===== config.mk =====
export PLATFORM = sky130hd
export DESIGN_NAME = apb_rr_master
export DESIGN_NICKNAME = d
export VERILOG_FILES = /design/src/rtl/apb_rr_master.sv
export SDC_FILE = /design/constraint.sdc
export NUM_CORES = 1
export LEC_CHECK = 0
export ABC_AREA = 1
export BUFFER_PORTS_ARGS = -buffer_cell sky130_fd_sc_hd__buf_2
export CAP_MARGIN = 20
export CORE_ASPECT_RATIO = 1.1
export CORE_MARGIN = 5
export CORE_UTILIZATION = 45
export DETAILED_ROUTE_END_ITERATION = 12
export GPL_TIMING_DRIVEN = 0
export PLACE_DENSITY = 0.77
export SYNTH_ARGS = -nofsm -noshare
export SYNTH_HDL_FRONTEND = slang
export SYNTH_SLANG_ARGS = --single-unit

===== constraint.sdc =====
create_clock -name pclk -period 2.9 [get_ports pclk]
set_clock_uncertainty 0.05 [all_clocks]
set_input_delay 0.145 -clock pclk [delete_from_list [all_inputs] [get_ports pclk]]
set_output_delay 0.145 -clock pclk [all_outputs]
set_load 0.01 [all_outputs]

===== src/rtl/apb_rr_master.sv =====
// apb_rr_master: shares one APB master port between NREQ command requesters.
// A round-robin arbiter picks one valid command while idle. The command is then
// driven through the APB SETUP and ACCESS phases. Each accepted command gets a
// one-cycle response pulse, and an optional timeout aborts stalled transfers.

module apb_rr_master #(
    parameter int unsigned NREQ    = 2,
    parameter int unsigned AWIDTH  = 10,
    parameter int unsigned DSIZE   = 2,
    parameter int unsigned TIMEOUT = 0
) (
    input  logic                            pclk,
    input  logic                            preset,
    // Requester command side
    input  logic [NREQ-1:0]                 req_valid,
    output logic [NREQ-1:0]                 req_ready,
    input  logic [NREQ-1:0]                 req_write,
    input  logic [NREQ*AWIDTH-1:0]          req_addr,
    input  logic [NREQ*(8<<DSIZE)-1:0]      req_wdata,
    input  logic [NREQ*(1<<DSIZE)-1:0]      req_strb,
    input  logic [NREQ*3-1:0]               req_prot,
    // Requester response side
    output logic [NREQ-1:0]                 rsp_valid,
    output logic [(8<<DSIZE)-1:0]           rsp_rdata,
    output logic                            rsp_err,
    // APB master port
    output logic                            psel,
    output logic                            penable,
    output logic                            pwrite,
    output logic [2:0]                      pprot,
    output logic [AWIDTH-1:0]               paddr,
    output logic [(1<<DSIZE)-1:0]           pstrb,
    output logic [(8<<DSIZE)-1:0]           pwdata,
    input  logic [(8<<DSIZE)-1:0]           prdata,
    input  logic                            pready,
    input  logic                            pslverr
);

    localparam int unsigned DBYTES = 1 << DSIZE;
    localparam int unsigned DWIDTH = DBYTES * 8;
    localparam int unsigned GW     = (NREQ > 1) ? $clog2(NREQ) : 1;
    localparam int unsigned CW     = (TIMEOUT > 0) ? $clog2(TIMEOUT + 1) : 1;

    typedef enum logic [1:0] {
        StIdle,
        StSetup,
        StAccess
    } state_e;

    state_e              state_q, state_d;
    logic [GW-1:0]       last_grant_q;
    logic [CW-1:0]       wait_cnt_q, wait_cnt_d;
    int unsigned         last_grant_int;

    logic [GW-1:0]       win;
    logic                win_found;
    logic                accept;
    logic                finish;
    logic                timed_out;

    logic                cmd_write;
    logic [AWIDTH-1:0]   cmd_addr;
    logic [DWIDTH-1:0]   cmd_wdata;
    logic [DBYTES-1:0]   cmd_strb;
    logic [2:0]          cmd_prot;

    assign last_grant_int = 32'(last_grant_q);

    // Round-robin search: start just after the last grant and wrap around.
    always_comb begin
        win_found = 1'b0;
        win       = '0;
        for (int unsigned k = 1; k <= NREQ; k++) begin
            if (!win_found && req_valid[(last_grant_int + k) % NREQ]) begin
                win_found = 1'b1;
                win       = GW'((last_grant_int + k) % NREQ);
            end
        end
    end

    assign accept = (state_q == StIdle) && win_found;

    // Ready is a one-hot grant, only offered while idle.
    always_comb begin
        req_ready = '0;
        if (accept) begin
            req_ready[win] = 1'b1;
        end
    end

    // Select the winning requester's command fields.
    always_comb begin
        cmd_write = req_write[win];
        cmd_addr  = req_addr[win * AWIDTH +: AWIDTH];
        cmd_wdata = req_wdata[win * DWIDTH +: DWIDTH];
        cmd_strb  = req_strb[win * DBYTES +: DBYTES];
        cmd_prot  = req_prot[win * 3 +: 3];
    end

    // Next-state logic: SETUP always lasts one cycle; ACCESS waits for pready or timeout.
    always_comb begin
        state_d    = state_q;
        wait_cnt_d = wait_cnt_q;
        finish     = 1'b0;
        timed_out  = 1'b0;
        unique case (state_q)
            StIdle: begin
                if (accept) begin
                    state_d    = StSetup;
                    wait_cnt_d = '0;
                end
            end
            StSetup: begin
                state_d = StAccess;
            end
            StAccess: begin
                if (pready) begin
                    finish  = 1'b1;
                    state_d = StIdle;
                end else if ((TIMEOUT > 0) && (32'(wait_cnt_q) == TIMEOUT - 1)) begin
                    // This is the TIMEOUT-th cycle without pready: abort now.
                    finish    = 1'b1;
                    timed_out = 1'b1;
                    state_d   = StIdle;
                end else begin
                    wait_cnt_d = wait_cnt_q + CW'(1);
                end
            end
            default: begin
                state_d = StIdle;
            end
        endcase
    end

    // State, wait counter and arbitration pointer.
    always_ff @(posedge pclk or posedge preset) begin
        if (preset) begin
            state_q      <= StIdle;
            wait_cnt_q   <= '0;
            last_grant_q <= GW'(NREQ - 1);
        end else begin
            state_q    <= state_d;
            wait_cnt_q <= wait_cnt_d;
            if (accept) begin
                last_grant_q <= win;
            end
        end
    end

    // APB output registers. Address and data hold their last values between transfers.
    always_ff @(posedge pclk or posedge preset) begin
        if (preset) begin
            psel    <= 1'b0;
            penable <= 1'b0;
            pwrite  <= 1'b0;
            pprot   <= '0;
            paddr   <= '0;
            pstrb   <= '0;
            pwdata  <= '0;
        end else if (accept) begin
            psel    <= 1'b1;
            penable <= 1'b0;
            pwrite  <= cmd_write;
            pprot   <= cmd_prot;
            paddr   <= cmd_addr;
            pstrb   <= cmd_write ? cmd_strb : '0;
            pwdata  <= cmd_wdata;
        end else if (state_q == StSetup) begin
            penable <= 1'b1;
        end else if (finish) begin
            psel    <= 1'b0;
            penable <= 1'b0;
        end
    end

    // Response pulse to the requester that owns the current transfer.
    always_ff @(posedge pclk or posedge preset) begin
        if (preset) begin
            rsp_valid <= '0;
            rsp_rdata <= '0;
            rsp_err   <= 1'b0;
        end else begin
            rsp_valid <= '0;
            if (finish) begin
                rsp_valid[last_grant_q] <= 1'b1;
                rsp_rdata               <= (timed_out || pwrite) ? '0 : prdata;
                rsp_err                 <= timed_out | pslverr;
            end
        end
    end

endmodule

Word level (Yosys, flattened, before mapping)
Cells that the tools add are included.
{ "word_totals": {"regBits": 90, "in_bits": 138, "word_cells": 69} }
{ "classes": {"addsub": 2, "n_mul": 2, "n_lt_le_gt_ge": 6, "eq_ne": 5, "shift": 4, "mux": 28, "reduce_logical": 10} }
{ "op_table": {"columns": ["operator", "count"], "rows": [
  ["$shiftx 64x7->32", 1],
  ["$mux 32", 1],
  ["$shiftx 20x6->10", 1],
  ["$mux 1", 19],
  ["$lt 1x2->1 const B", 4],
  ["$mux 2", 4],
  ["$shiftx 8x4->4", 1],
  ["$ne 2x2->1 const B", 3],
  ["$pmux 2 s3", 1],
  ["$shiftx 6x4->3", 1],
  ["$logic_and 1x1->1", 4],
  ["$mul 1x3->4 const B", 1],
  ["$mux 4", 1],
  ["$reduce_and 2->1", 2],
  ["$mul 1x2->3 const B", 1],
  ["$reduce_bool 3->1", 1],
  ["$add 1x1->1 const B", 2],
  ["$demux 1 s1", 2],
  ["$eq 2x1->1 const B", 1],
  ["$eq 2x2->1 const B", 1],
  ["$ge 1x1->1 const B", 2],
  ["$logic_not 2->1", 1],
  ["$reduce_bool 2->1", 1],
  ["$logic_not 1->1", 1]
]} }

Longest topological paths before layout
{ "logic_depth": {"word_depth": 12, "depth_mapped": 8, "depth_no_buf": 7} }

Worst setup path before layout
Ideal clock, no wire load.
{ "synth_timing": {"path_kind": "register to output", "startpoint": "register last_grant_q", "endpoint": "output port req_ready[0]", "arrival_ns": 1.120, "t_required_ns": 2.705, "setup_slack_ns": 1.585, "stages_incl_launch_ff": 6, "n_path_buf": 1, "path_cell_list": "dfstp_2 -> nand2_2 -> nand2_2 -> inv_2 -> buf_4 -> nor2_2"} }
{ "synth_between": {"elab_chain_len": 12, "elab_cells_between_ends": 19, "classes_between": "2 x add/sub; 2 x order compare; 11 x mux; 4 x reduce/logical"} }
{ "synth_rtl": {"columns": ["item", "line", "text"], "rows": [
  ["from (decl)", "51", "logic [GW-1:0] last_grant_q;"],
  ["from (signal assigned)", "140", "last_grant_q <= GW'(NREQ - 1);"],
  ["from (signal assigned)", "145", "last_grant_q <= win;"],
  ["$add 1x1->1", "74, 76", null],
  ["$mux 1 (implied by the code) (2 in a row)", "74", "if (!win_found && req_valid[(last_grant_int + k) % NREQ]) begin"],
  ["$mux 1", "74", null],
  ["$logic_not 1->1", "74", null],
  ["$logic_and 1x1->1", "74", null],
  ["$mux 1", "74", null],
  ["$lt 1x2->1 (implied by the code) or $ge 1x1->1 (tied branches)", "87", "req_ready[win] = 1'b1;"],
  ["$logic_and 1x1->1 (implied by the code)", "87", null],
  ["$mux 1 (implied by the code)", "87", null],
  ["$demux 1 s1", "87", null],
  ["$mux 2 *", "86", "if (accept) begin"],
  ["to (decl)", "16", "output logic [NREQ-1:0] req_ready,"]
]} }
Mark *: on every way between the ends. The rest lies on a longest branch, timed or not. The select of a mux whose other input is x is not followed.

Worst setup path after layout
Same ends and word-level chain as after synthesis.

==> results.json <==
{
  "status": "finished clean",
  "grt_usage": 0.225,
  "cts_sinks": 90,
  "cpMostUsedCell": "nand2_2",
  "start_util": 0.460,
  "r2r_setup_slack_ps": 1310,
  "multiInputGateArea_um2": 1640,
  "timing.rr.start": "last_grant_q",
  "layout_worst_path_cycle_share": 0.696,
  "cp_max_fo": 10,
  "dp_hpwl_um": 9750,
  "p_leak_nw": 3.50,
  "cts-buffers-inserted": 9,
  "root_buffer": "clkbuf_8",
  "htree_num_levels": 3,
  "hold_path_class": "input port to flip-flop",
  "io_pins": 227,
  "die_h_um": 110,
  "wl_met3_um": 1060,
  "place.gp.congestion": 0.867,
  "crit_start": "last_grant_q",
  "die_x_um": 101,
  "dp.cells": 883,
  "startpoint_type": "flip-flop",
  "grt_max_degree": 47,
  "cp.depth": 6,
  "wl_per_cell_um": 13.7,
  "cap_viol_max_count": 0,
  "cp.required_ps": 2710,
  "syn_to_final_growth_pct": 40.4,
  "slew_viol_final": 0,
  "power_density_nw_per_um2": 945,
  "wl_met2_um": 6300,
  "drt_wl_total_um": 12500,
  "worstSetupPathType": "flip-flop to output port",
  "antenna_found_initial": 1,
  "final_common_cell": "nand2_1",
  "synth_area_per_cell_um2": 7.51,
  "top_layer": "met5",
  "drc_errors": 0,
  "crit_path_max_incr_delay_ps": 550,
  "path_clk_slew_ps": 90,
  "drive_above_1_share": 0.341,
  "final_cell_mix": "nand2_1 (362), buf_2 (241), dfrtp_1 (89), o21ai_0 (33), dlygate4sd3_1 (13)",
  "area.sequential_um2": 2250,
  "hold_viol": 0,
  "crit_family": "flip-flops",
  "synth_fp_nets": 681,
  "max_freq_ghz": 0.495,
  "core_area_um2": 8870,
  "peakVddDrop_mv": 0.456,
  "tightest_slew_ps": 571,
  "drtPass1Iterations": 4,
  "maxSlewHeadroom": 0.619,
  "finalNonFillerCells": 912,
  "cp.arrival_ps": 1820,
  "grt_pass1_vias": 4177,
  "met1_length_um": 4940,
  "rows": 36,
  "seq_area_frac_synth": 0.552,
  "slowest_stage": "dfstp_2",
  "netlist_area_um2": 4080,
  "nets": 931,
  "n_antenna_cell": 0,
  "crit_end": "req_ready[0]",
  "cts_setup_buffers": 0,
  "netlist-cell-type-count": 17,
  "drt_iter0_drc": 130,
  "ff2ff_path_depth": 8,
  "die_area_um2": 11100,
  "r2r-end": "pprot[2]",
  "grt_pass1_wl_um": 19600,
  "grt_overflow": 0,
  "crit_path_cell_trace": "nand2_2, nand2_2, inv_2, buf_4, nor2_2, buf_2",
  "syn_inst": 543,
  "cts_buffer_depth": 2,
  "vias": 4292,
  "crit_buf_inv": 3,
  "viasPerCell": 4.71,
  "cts_tree": "built",
  "tns_ps": 0,
  "worstSkewPairLatency_ps": 350,
  "setup_viol": 0,
  "fin_crit_ps": 2020,
  "synth_seq_cells": 90,
  "rsz0062_at_grt": "false",
  "yosysWarnings": 0,
  "antenna_left": 0,
  "worstSetupEndpointType": "output port",
  "port_buffers": 225,
  "fill_cells": 795
}
==> worst min path at each step <==
| stage | start | endpoint | slack, ps | depth (start not counted) |
|---|---|---|---|---|
| final | prdata[14] | rsp_rdata[14] | 20 | 3 |
| after global routing | prdata[1] | rsp_rdata[1] | 7 | 3 |
| after floorplan | pready | rsp_err | 240 | 2 |
| after detailed placement | preset | pwdata[18] | 200 | 2 |
| after global placement | pslverr | rsp_err | 340 | 3 |
| after CTS | prdata[14] | rsp_rdata[14] | 0.1 | 3 |
==> cells by family after synthesis <==
kind of cell	share of synthesized area
AND/OR/NAND/NOR	0.356
flip-flops	0.552
AO/OA/AOI/OAI	0.0457
buffers and inverters	0.0454
==> flip-flops by register name, summed over array words and instances, names as in the netlist <==
name          flops
pprot             3
pwrite            1
pwdata           32
rsp_rdata        32
pstrb             4
rsp_err           1
psel              1
last_grant_q      1
rsp_valid         2
penable           1
paddr            10
state_q           2
==> cell type report <==
type	instances	area share
sequential	90	0.393
multi-input combinational	416	0.286
inverter	7	0.00503
tap	114	0.0249
clock buffer	11	0.0247
timing repair buffer	239	0.224
buffer	30	0.0277
clock inverter	5	0.0135
==> worst min-delay path, stage by stage <==
cell	delay (ps)
buf_2	100
nand2_1	50
o21ai_0	80
==> metrics by stage <==
step	util	instance area, µm²	worst slack [ps]	hold WS (ps)	total power [W]
2_1_floorplan	-	4080	371	240	0.00347
3_3_place_gp	0.603	5350	-573	339	0.00443
3_5_place_dp	0.606	5380	1240	201	0.00451
4_1_cts	0.645	5730	823	0.124	0.00547
5_1_grt	0.645	5730	748	7.03	0.00588
6_report	0.645	5730	881	17.3	0.00541
==> power breakdown <==
part | leakage (nW) | internal, W | switching [W]
registers | 1.14 | 0.00182 | 0.000293
clock network | 0.109 | 0.000507 | 0.000423
logic | 2.25 | 0.000902 | 0.00147
==> layer usage <==
metal	vias to the layer above	track usage
met1	1959	0.283
met4	2	0.0876
met5	-	0
met2	163	0.383
li1	2152	-
met3	16	0.0431
==> synthesized netlist by cell type <==
library cell	instances	area, µm²
a21oi_1	1	5.00
buf_1	1	3.75
buf_2	16	80.1
buf_4	5	37.5
buf_6	1	11.3
clkbuf_1	7	26.3
dfrtp_1	89	2230
dfstp_2	1	26.3
inv_1	5	18.8
inv_2	2	7.51
nand2_1	362	1360
nand2_2	2	12.5
nand3_1	11	55.1
nor2_1	4	15.0
nor2_2	2	12.5
o21ai_0	33	165
o21ai_4	1	16.3
==> timing repair <==
item	CTS	global route
endpoints found under the hold margin	55	0
gates resized for setup	0	0
hold buffers	13	0
No activity file was read; power rests on OpenSTA's default activity.
